File: src/rtl/fpu_writeback_if.sv
// fpu_writeback_if: FPU/ALU result, hazard-check and register-file write signals
interface fpu_writeback_if #(
  parameter int WIDTH = 16,
  parameter int RADDR = 4,
  parameter int DEPTH = 4
);
  localparam int CW = $clog2(DEPTH) + 1;
  logic             fpu_valid;
  logic [RADDR-1:0] fpu_rd;
  logic [WIDTH-1:0] fpu_data;
  logic             fpu_ready;
  logic             alu_valid;
  logic [RADDR-1:0] alu_rd;
  logic [WIDTH-1:0] alu_data;
  logic             alu_stall;
  logic [RADDR-1:0] chk_a;
  logic [RADDR-1:0] chk_b;
  logic             hazard;
  logic             rf_we;
  logic [RADDR-1:0] rf_waddr;
  logic [WIDTH-1:0] rf_wdata;
  logic [CW-1:0]    fifo_count;
  modport master (
    output fpu_valid, fpu_rd, fpu_data, alu_valid, alu_rd, alu_data, chk_a, chk_b,
    input  fpu_ready, alu_stall, hazard, rf_we, rf_waddr, rf_wdata, fifo_count
  );
  modport slave (
    input  fpu_valid, fpu_rd, fpu_data, alu_valid, alu_rd, alu_data, chk_a, chk_b,
    output fpu_ready, alu_stall, hazard, rf_we, rf_waddr, rf_wdata, fifo_count
  );
endinterface

File: src/rtl/fpu_writeback.sv
// fpu_writeback: in-order FPU result FIFO arbitrated with the ALU onto the register-file write port
module fpu_writeback #(
  parameter int WIDTH = 16,
  parameter int RADDR = 4,
  parameter int DEPTH = 4
) (
  input logic            clk,
  input logic            reset,
  fpu_writeback_if.slave bus
);
  localparam int PW = $clog2(DEPTH);
  localparam int CW = PW + 1;
  logic [PW-1:0]               head_q, head_d;
  logic [PW-1:0]               tail_q, tail_d;
  logic [CW-1:0]               count_q, count_d;
  logic [DEPTH-1:0][RADDR-1:0] ent_rd_q, ent_rd_d;
  logic [DEPTH-1:0][WIDTH-1:0] ent_data_q, ent_data_d;
  logic [DEPTH-1:0]            ent_vld_q, ent_vld_d;
  logic                        rf_we_q, rf_we_d;
  logic [RADDR-1:0]            rf_waddr_q, rf_waddr_d;
  logic [WIDTH-1:0]            rf_wdata_q, rf_wdata_d;
  logic                        full, push, pop, alu_win, hazard;

  assign full    = count_q == CW'(DEPTH);
  assign push    = bus.fpu_valid && !full;
  assign pop     = (count_q != '0) && (full || !bus.alu_valid);
  assign alu_win = bus.alu_valid && !full;

  // RAW hazard against every queued entry and the result being accepted this cycle
  always_comb begin
    hazard = push && (bus.fpu_rd == bus.chk_a || bus.fpu_rd == bus.chk_b);
    for (int i = 0; i < DEPTH; i++)
      hazard = hazard || (ent_vld_q[i] && (ent_rd_q[i] == bus.chk_a || ent_rd_q[i] == bus.chk_b));
  end

  // FIFO push/pop and selection of the write-port winner
  always_comb begin
    head_d     = head_q;
    tail_d     = tail_q;
    ent_rd_d   = ent_rd_q;
    ent_data_d = ent_data_q;
    ent_vld_d  = ent_vld_q;
    if (push) begin
      ent_rd_d[tail_q]   = bus.fpu_rd;
      ent_data_d[tail_q] = bus.fpu_data;
      ent_vld_d[tail_q]  = 1'b1;
      tail_d             = tail_q + PW'(1);
    end
    if (pop) begin
      ent_vld_d[head_q] = 1'b0;
      head_d            = head_q + PW'(1);
    end
    count_d    = count_q + CW'(push) - CW'(pop);
    rf_we_d    = pop || alu_win;
    rf_waddr_d = pop ? ent_rd_q[head_q] : alu_win ? bus.alu_rd : rf_waddr_q;
    rf_wdata_d = pop ? ent_data_q[head_q] : alu_win ? bus.alu_data : rf_wdata_q;
  end

  // State register; reset discards any queued results
  always_ff @(posedge clk or negedge reset) begin
    if (!reset) begin
      head_q     <= '0;
      tail_q     <= '0;
      count_q    <= '0;
      ent_rd_q   <= '0;
      ent_data_q <= '0;
      ent_vld_q  <= '0;
      rf_we_q    <= 1'b0;
      rf_waddr_q <= '0;
      rf_wdata_q <= '0;
    end else begin
      head_q     <= head_d;
      tail_q     <= tail_d;
      count_q    <= count_d;
      ent_rd_q   <= ent_rd_d;
      ent_data_q <= ent_data_d;
      ent_vld_q  <= ent_vld_d;
      rf_we_q    <= rf_we_d;
      rf_waddr_q <= rf_waddr_d;
      rf_wdata_q <= rf_wdata_d;
    end
  end

  assign bus.fpu_ready  = !full;
  assign bus.alu_stall  = bus.alu_valid && full;
  assign bus.hazard     = hazard;
  assign bus.rf_we      = rf_we_q;
  assign bus.rf_waddr   = rf_waddr_q;
  assign bus.rf_wdata   = rf_wdata_q;
  assign bus.fifo_count = count_q;
endmodule
File: src/flat_wrapper.sv
// flat-port wrapper written by rule: the top's interface ports become plain ports
module fpu_writeback_flat 
#(
  parameter int WIDTH = 16,
  parameter int RADDR = 4,
  parameter int DEPTH = 4
)
  (clk, reset, bus_fpu_valid, bus_fpu_rd, bus_fpu_data, bus_alu_valid, bus_alu_rd, bus_alu_data, bus_chk_a, bus_chk_b, bus_fpu_ready, bus_alu_stall, bus_hazard, bus_rf_we, bus_rf_waddr, bus_rf_wdata, bus_fifo_count);
  fpu_writeback_if #(.WIDTH(WIDTH), .RADDR(RADDR), .DEPTH(DEPTH)) bus_i ();
  input logic clk;
  input logic reset;
  input wire logic [$bits(bus_i.fpu_valid)-1:0] bus_fpu_valid;
  input wire logic [$bits(bus_i.fpu_rd)-1:0] bus_fpu_rd;
  input wire logic [$bits(bus_i.fpu_data)-1:0] bus_fpu_data;
  input wire logic [$bits(bus_i.alu_valid)-1:0] bus_alu_valid;
  input wire logic [$bits(bus_i.alu_rd)-1:0] bus_alu_rd;
  input wire logic [$bits(bus_i.alu_data)-1:0] bus_alu_data;
  input wire logic [$bits(bus_i.chk_a)-1:0] bus_chk_a;
  input wire logic [$bits(bus_i.chk_b)-1:0] bus_chk_b;
  output wire logic [$bits(bus_i.fpu_ready)-1:0] bus_fpu_ready;
  output wire logic [$bits(bus_i.alu_stall)-1:0] bus_alu_stall;
  output wire logic [$bits(bus_i.hazard)-1:0] bus_hazard;
  output wire logic [$bits(bus_i.rf_we)-1:0] bus_rf_we;
  output wire logic [$bits(bus_i.rf_waddr)-1:0] bus_rf_waddr;
  output wire logic [$bits(bus_i.rf_wdata)-1:0] bus_rf_wdata;
  output wire logic [$bits(bus_i.fifo_count)-1:0] bus_fifo_count;
  assign bus_i.fpu_valid = bus_fpu_valid;
  assign bus_i.fpu_rd = bus_fpu_rd;
  assign bus_i.fpu_data = bus_fpu_data;
  assign bus_i.alu_valid = bus_alu_valid;
  assign bus_i.alu_rd = bus_alu_rd;
  assign bus_i.alu_data = bus_alu_data;
  assign bus_i.chk_a = bus_chk_a;
  assign bus_i.chk_b = bus_chk_b;
  assign bus_fpu_ready = bus_i.fpu_ready;
  assign bus_alu_stall = bus_i.alu_stall;
  assign bus_hazard = bus_i.hazard;
  assign bus_rf_we = bus_i.rf_we;
  assign bus_rf_waddr = bus_i.rf_waddr;
  assign bus_rf_wdata = bus_i.rf_wdata;
  assign bus_fifo_count = bus_i.fifo_count;
  fpu_writeback #(.WIDTH(WIDTH), .RADDR(RADDR), .DEPTH(DEPTH)) u_core (.clk(clk), .reset(reset), .bus(bus_i));
endmodule
File: config.mk
export PLATFORM = sky130hd
export DESIGN_NAME = fpu_writeback_flat
export DESIGN_NICKNAME = d
export VERILOG_FILES = /design/src/rtl/fpu_writeback_if.sv /design/src/rtl/fpu_writeback.sv /design/src/flat_wrapper.sv
export SDC_FILE = /design/constraint.sdc
export NUM_CORES = 1
export LEC_CHECK = 0
export ABC_AREA = 1
export CELL_PAD_IN_SITES_DETAIL_PLACEMENT = 0
export CELL_PAD_IN_SITES_GLOBAL_PLACEMENT = 1
export CORE_ASPECT_RATIO = 2
export CORE_MARGIN = 2
export CORE_UTILIZATION = 41
export DETAILED_ROUTE_END_ITERATION = 10
export PLACE_DENSITY_LB_ADDON = 0.1
export SLEW_MARGIN = 0
export SYNTH_ARGS = -nofsm -noshare
export SYNTH_HDL_FRONTEND = slang
export SYNTH_SLANG_ARGS = --single-unit
File: constraint.sdc
create_clock -name clk -period 2.9 [get_ports clk]
set_clock_uncertainty 0.2 [all_clocks]
set_input_delay 0.58 -clock clk [delete_from_list [all_inputs] [get_ports clk]]
set_output_delay 0.58 -clock clk [all_outputs]
set_load 0.05 [all_outputs]
Yosys cells after proc, flatten, opt, wreduce, memory -nomap -nowiden
Cells that the tools add are included.
W data, S select, Z words.

storage, ports and cells
  memories = 0
  register bits = 112
  bits in read-only memories = 0
  memory bits (writable) = 0
  word-level logic and storage cells = 83
  input port bits = 52
  output and inout port bits = 27
  latch bits = 0

operators by class
  $add $sub $neg = 4
  multipliers = 0
  magnitude comparators = 4
  eq/ne operators = 11
  bitwise operators = 3
  muxes and demuxes = 20
  shift-type cells = 0
  reduce and logical (&&, ||, !) cells = 26
  divide/modulo/power cells = 0

operators with widths
  cell                   number
  $bwmux W64             1
  $mux W16               4
  $eq A4 B4 Y1           10
  $bmux W16 S2           1
  $demux W16 S2          1
  $mux W4                6
  $bwmux W16             1
  $logic_and A1 B1 Y1    11
  $logic_or A1 B1 Y1     11
  $bmux W4 S2            1
  $demux W4 S2           1
  $lt A2 B3 Y1 const B   2
  $add A2 B1 Y2 const B  2
  $and A4 B4 Y4          1
  $demux W1 S2           2
  $ge A2 B1 Y1 const B   2
  $not A4 Y4             1
  $or A4 B4 Y4           1
  $add A3 B1 Y3          1
  $eq A3 B3 Y1 const B   1
  $reduce_bool A3 Y1     1
  $sub A3 B1 Y3          1
  $logic_not A1 Y1       2
  $mux W1                2
  $reduce_bool A2 Y1     1

Longest topological paths before layout
  word-level depth = 8
  depth in mapped cells = 11
  mapped depth without buffers = 10

Least setup slack after synthesis
Ideal clock, no wire load.

  path type = reg-to-reg
  from = reg u_core.count_q[1], in the netlist u_core.bus.fifo_count[1]
  to = reg u_core.count_q[2], in the netlist u_core.bus.fifo_count[2]
  path buffers = 2
  cell stages (with the launch flop) = 11
  period minus slack after synthesis = 2.708 ns
  path slack = 0.192 ns
  library setup time = 0.130 ns
  required time = 2.570 ns
  arrival = 2.378 ns
  cells stage by stage = dfrtp_1 nor2_2 nand2_4 o21ai_2 buf_6 buf_6 ha_1 inv_1 ha_1 fa_1 xor2_1

between the ends
  longest elaborated chain between the ends = 5
  elaborated cells between the ends (all ways) = 8
  classes of those cells = add/sub (2); eq/ne (1); reduce/logical (5)

RTL lines
  element                      line                 source
  start, declared              fpu_writeback.sv:15  logic [CW-1:0] count_q, count_d;
  start signal, assigned       fpu_writeback.sv:74  count_q <= count_d;
  $eq A3 B3 Y1                 fpu_writeback.sv:24  assign full = count_q == CW'(DEPTH);
  $logic_not A1 Y1             --
  named net bus_fpu_ready      flat_wrapper.sv:20   output wire logic [$bits(bus_i.fpu_ready)-1:0] bus_fpu_ready;
  $logic_and A1 B1 Y1          fpu_writeback.sv:25  assign push = bus.fpu_valid && !full;
  $add A3 B1 Y3                fpu_writeback.sv:53  count_d = count_q + CW'(push) - CW'(pop);
  $sub A3 B1 Y3                fpu_writeback.sv:53
  named net u_core.count_d[2]  fpu_writeback.sv:15

The timed path passes the listed nets, and every way through them passes these cells.
A chain may end at the register's enable or synchronous reset.

Final worst setup path
  from = in bus_chk_a[1]
  to = out bus_hazard

between the ends
  longest elaborated chain between the ends = 7
  elaborated cells between the ends (all ways) = 19
  classes of those cells = eq/ne (5); reduce/logical (14)

RTL lines
  element                                        line                                      source
  start, declared                                flat_wrapper.sv:18                        input wire logic [$bits(bus_i.chk_a)-1:0] bus_chk_a;
  $eq A4 B4 Y1, on equally long branches         fpu_writeback.sv:31, fpu_writeback.sv:33
  $logic_or A1 B1 Y1, on equally long branches   fpu_writeback.sv:31, fpu_writeback.sv:33
  $logic_and A1 B1 Y1, on equally long branches  fpu_writeback.sv:31, fpu_writeback.sv:33
  $logic_or A1 B1 Y1 (3 in a row)                fpu_writeback.sv:33                       hazard = hazard || (ent_vld_q[i] && (ent_rd_q[i] == bus.chk_a || ent_rd_q[i] == bus.chk_b));
  $logic_or A1 B1 Y1 (*)                         fpu_writeback.sv:33
  end, declared                                  flat_wrapper.sv:22                        output wire logic [$bits(bus_i.hazard)-1:0] bus_hazard;

Every way passes the cells marked *; elsewhere a longest branch is shown, timed or not.

==> summary.txt <==
Synth
  – Yosys reg bits: 112
  – Sequential area share after synthesis: 48.3%
  – Ys flop type: dfrtp_1
  – Avg Cell Area, Syn: 7.85 µm²
  – Post-synth EDFFs: 0
  – Synth area leader: dfrtp_1
  – Mapped cell area: 5800 µm²
  – Top cells by count, synth: nand2_1 (188), o21ai_0 (134), dfrtp_1 (112)
  – Distinct cells, synth: 25
  – Ys Warns: 0
  – Async S/R FF share, synth: 100%
  – Synth top area cells: dfrtp_1 (48%), nand2_1 (12%), o21ai_0 (12%)
  – Yosys top cell area share: 48.3%
  – Cell count after synthesis: 739
  – Most common cell in the netlist: nand2_1
  – Synth Net Count: 802

Global routing
  – Initial antenna violation count: 0
  – Total gr overflow: 0
  – Number of global-route vias before repair: 5080
  – Global-route usage over all layers: 22.9%
  – Largest net degree at the start of global routing: 50
  – First-pass GRT wire length: 25.9 mm

Final layout
  – Storage cell area: 2800 µm²
  – Fin area: 7140 µm²
  – Antenna Cells: 0
  – Post-Layout Cell Count: 1005
  – Fillers: 1404
  – Multi-input gate area: 2480 µm²
  – Syn-to-layout area delta: 23.1%
  – Fraction of layout cells with a size suffix above 1: 8.46%
  – Final #Nets: 874

Clock tree
  – Hold_buf cts: 0
  – Reg clk slew, reported paths: 0.08 ns
  – Post-CTS Setup Bufs: 0
  – H-tree depth: 3
  – CTS tree: done
  – Max Root-Sink Buffers: 2
  – Clk Latency, worst-skew pair: 0.34 ns
  – CTS Buf Count: 9
  – CTS sink cnt: 112
  – Root buf cell: clkbuf_16

Power and ir drop
  – Power Density: 1130 nW/µm²
  – Pint: 4.39 mW
  – Switching Share: 45.6%
  – Comb pwr share: 50.2%
  – Worst vdd rail ir drop: 523 µV
  – Flop pwr share: 34.4%
  – Net Switching: 3.69 mW
  – Clock power share: 15.4%
  – Static leakage: 3.46 nW

Setup path
  – RR Endpoint: u_core.bus.rf_wdata[7]
  – Critical path endpoint category: output port
  – Worst reg2reg path startpoint: u_core.bus.fifo_count[1]
  – Reg2Reg Depth: 9
  – Slowest cell on crit path: clkdlybuf4s50_1
  – Critical path type: primary input to output port
  – CP most frequent cell: nand2_1
  – Critical Path Fanout Max: 5
  – Slowest stage delay, CP: 0.42 ns
  – Startpoint Class: primary input
  – Flop2flop setup slack: 0.71 ns
  – Worst path arrival time: 2.00 ns
  – Crit path required time: 2.12 ns
  – Crit-path cells: clkdlybuf4s50_1 -> buf_4 -> nand2_1 -> nand2_1 -> nor2_2 -> nand2_1 -> nand2_1 -> nand2_1 -> nand2_1 -> nor2_1 -> nand2_1 -> buf_12

STA
  – Worst-Margin Slew: 0.789 ns
  – Final Hold Fails: 0
  – Setup Viol. Count Final: 0
  – Fin worst setup slack: 0.116 ns
  – Final Max Tran Viols: 0
  – Relative max-transition margin: 47.3%
  – Fin crit share: 96.0%
  – Minimum clock period: 2.78 ns
  – Fmax achieved: 359 MHz
  – RSZ-0062 raised after global routing: false

Drt
  – DRT Pass-1 Iters: 4
  – Drt via density: 4.99
  – DR vias: 5019
  – Drt drc: 0
  – Total wire length: 16.2 mm
  – Avg WL per Cell: 16.1 µm
  – Starting DRT DRC Count: 276
  – Antenna-violating nets left: 0

Die
  – Core area: 13900 µm²
  – Top-Level Pins: 79
  – Initial Utilization: 41.8%
  – FP Rows: 61
  – Die W: 88.1 µm
  – Die ar.: 15200 µm²
  – Die Ht: 172 µm

Worst hold path
  – Hold Crit Class: primary input to async pin

Place
  – Dpl cells: 989
  – DP Wirelength: 11.6 mm
  – Area after DPL: 6820 µm²
  – Pre-CTS setup slack: -0.164 ns
  – Routability cong.: 0.939
  – Number of I/O port buffers: 78

Flow run
  – Max-Cap Viols: 0

Status
  – Status: finished, final reports clean
[kinds of logic after synthesis]
logic type | synth area share [%]
compound gates | 18.7
xor+xnor | 2.87
fa+ha+maj | 2.50
buf+inv | 9.23
flops | 48.3
simple gates | 18.4
[how the worst max path moves through the flow]
stage                                   startpoint                  endpoint  slack (ns)  cells after the start
final                                 bus_chk_a[1]                bus_hazard        0.12                     12
after global routing                  bus_chk_b[1]                bus_hazard       0.002                     12
after CTS                             bus_chk_a[0]                bus_hazard        0.05                     10
after detailed placement              bus_chk_a[3]                bus_hazard       -0.16                     12
after global placement                bus_chk_a[3]                bus_hazard       -0.18                     12
after floorplan           u_core.bus.fifo_count[1]  u_core.bus.fifo_count[2]        0.19                     10
[flip-flops by register name, summed over array words and instances, names as in the netlist]
register / cells
u_core.tail_q: 2
u_core.bus.fifo_count: 3
u_core.bus.rf_wdata: 16
u_core.bus.rf_waddr: 4
u_core.head_q: 2
u_core.ent_rd_q: 16
u_core.ent_vld_q: 4
u_core.ent_data_q: 64
u_core.bus.rf_we: 1
[placed cells by master (no fill, tap or decap), drive strengths merged]
cell,n
nand2,190
dfrtp,112
clkinv,3
nor2,72
o21ai,162
clkbuf,10
a21oi,46
bufinv,1
buf,26
inv,82
xnor2,1
dlygate4sd2,3
fa,1
clkinvlp,2
dlymetal6s2s,4
clkdlybuf4s50,68
nand3,5
xor2,18
ha,10
[repair_timing]
action / CTS / global route
pin swaps: 0 / 0
endpoints found under the hold margin: 0 / 0
gates resized for setup: 3 / 9
endpoints found under the setup margin: 1 / 1
[power groups by stage]
stage / Clock [mW] / Sequential (mW) / Combinational (mW)
2_1_floorplan: 0 / 3.28 / 2.26
3_3_place_gp: 0 / 2.77 / 4.02
3_5_place_dp: 0 / 2.80 / 4.08
4_1_cts: 1.28 / 2.77 / 4.10
5_1_grt: 1.34 / 2.87 / 4.54
6_report: 1.24 / 2.78 / 4.06
[final cells by class]
class	count	share of cell area, %
Sequential cell	112	39.2
Multi-Input combinational cell	505	34.8
Timing Repair Buffer	101	14.2
Inverter	82	4.31
Tap cell	189	3.31
Clock buffer	10	3.21
Clock inverter	6	0.946
[per-layer routing]
| layer | GRT usage (%) | up-vias | wire length, µm | share of wire (%) |
|---|---|---|---|---|
| met5 | 0 | - | 0 | 0 |
| met4 | 8.83 | 0 | 422 | 2.6 |
| met3 | 2.82 | 24 | 438 | 2.7 |
| met2 | 43.3 | 86 | 9290 | 57 |
| met1 | 25.2 | 2429 | 6050 | 37 |
| li1 | - | 2480 | - | - |
[worst max-delay path, delay by kind of cell]
family | cells | cell delay (ns)
buf+inv | 3 | 0.73
simple gates | 9 | 0.68
[through the flow]
| step | hold WS, ns | power, mW | util [%] | TNS [ns] |
|---|---|---|---|---|
| floorplan | 0.0844 | 5.54 | - | 0 |
| global placement | 0.260 | 6.79 | 49.1 | -0.176 |
| detailed placement | 0.262 | 6.88 | 49.1 | -0.164 |
| CTS | 0.0680 | 8.15 | 51.2 | 0 |
| global route | 0.102 | 8.75 | 51.4 | 0 |
| finish | 0.0451 | 8.08 | 51.4 | 0 |
No activity file was read; power rests on OpenSTA's default activity.
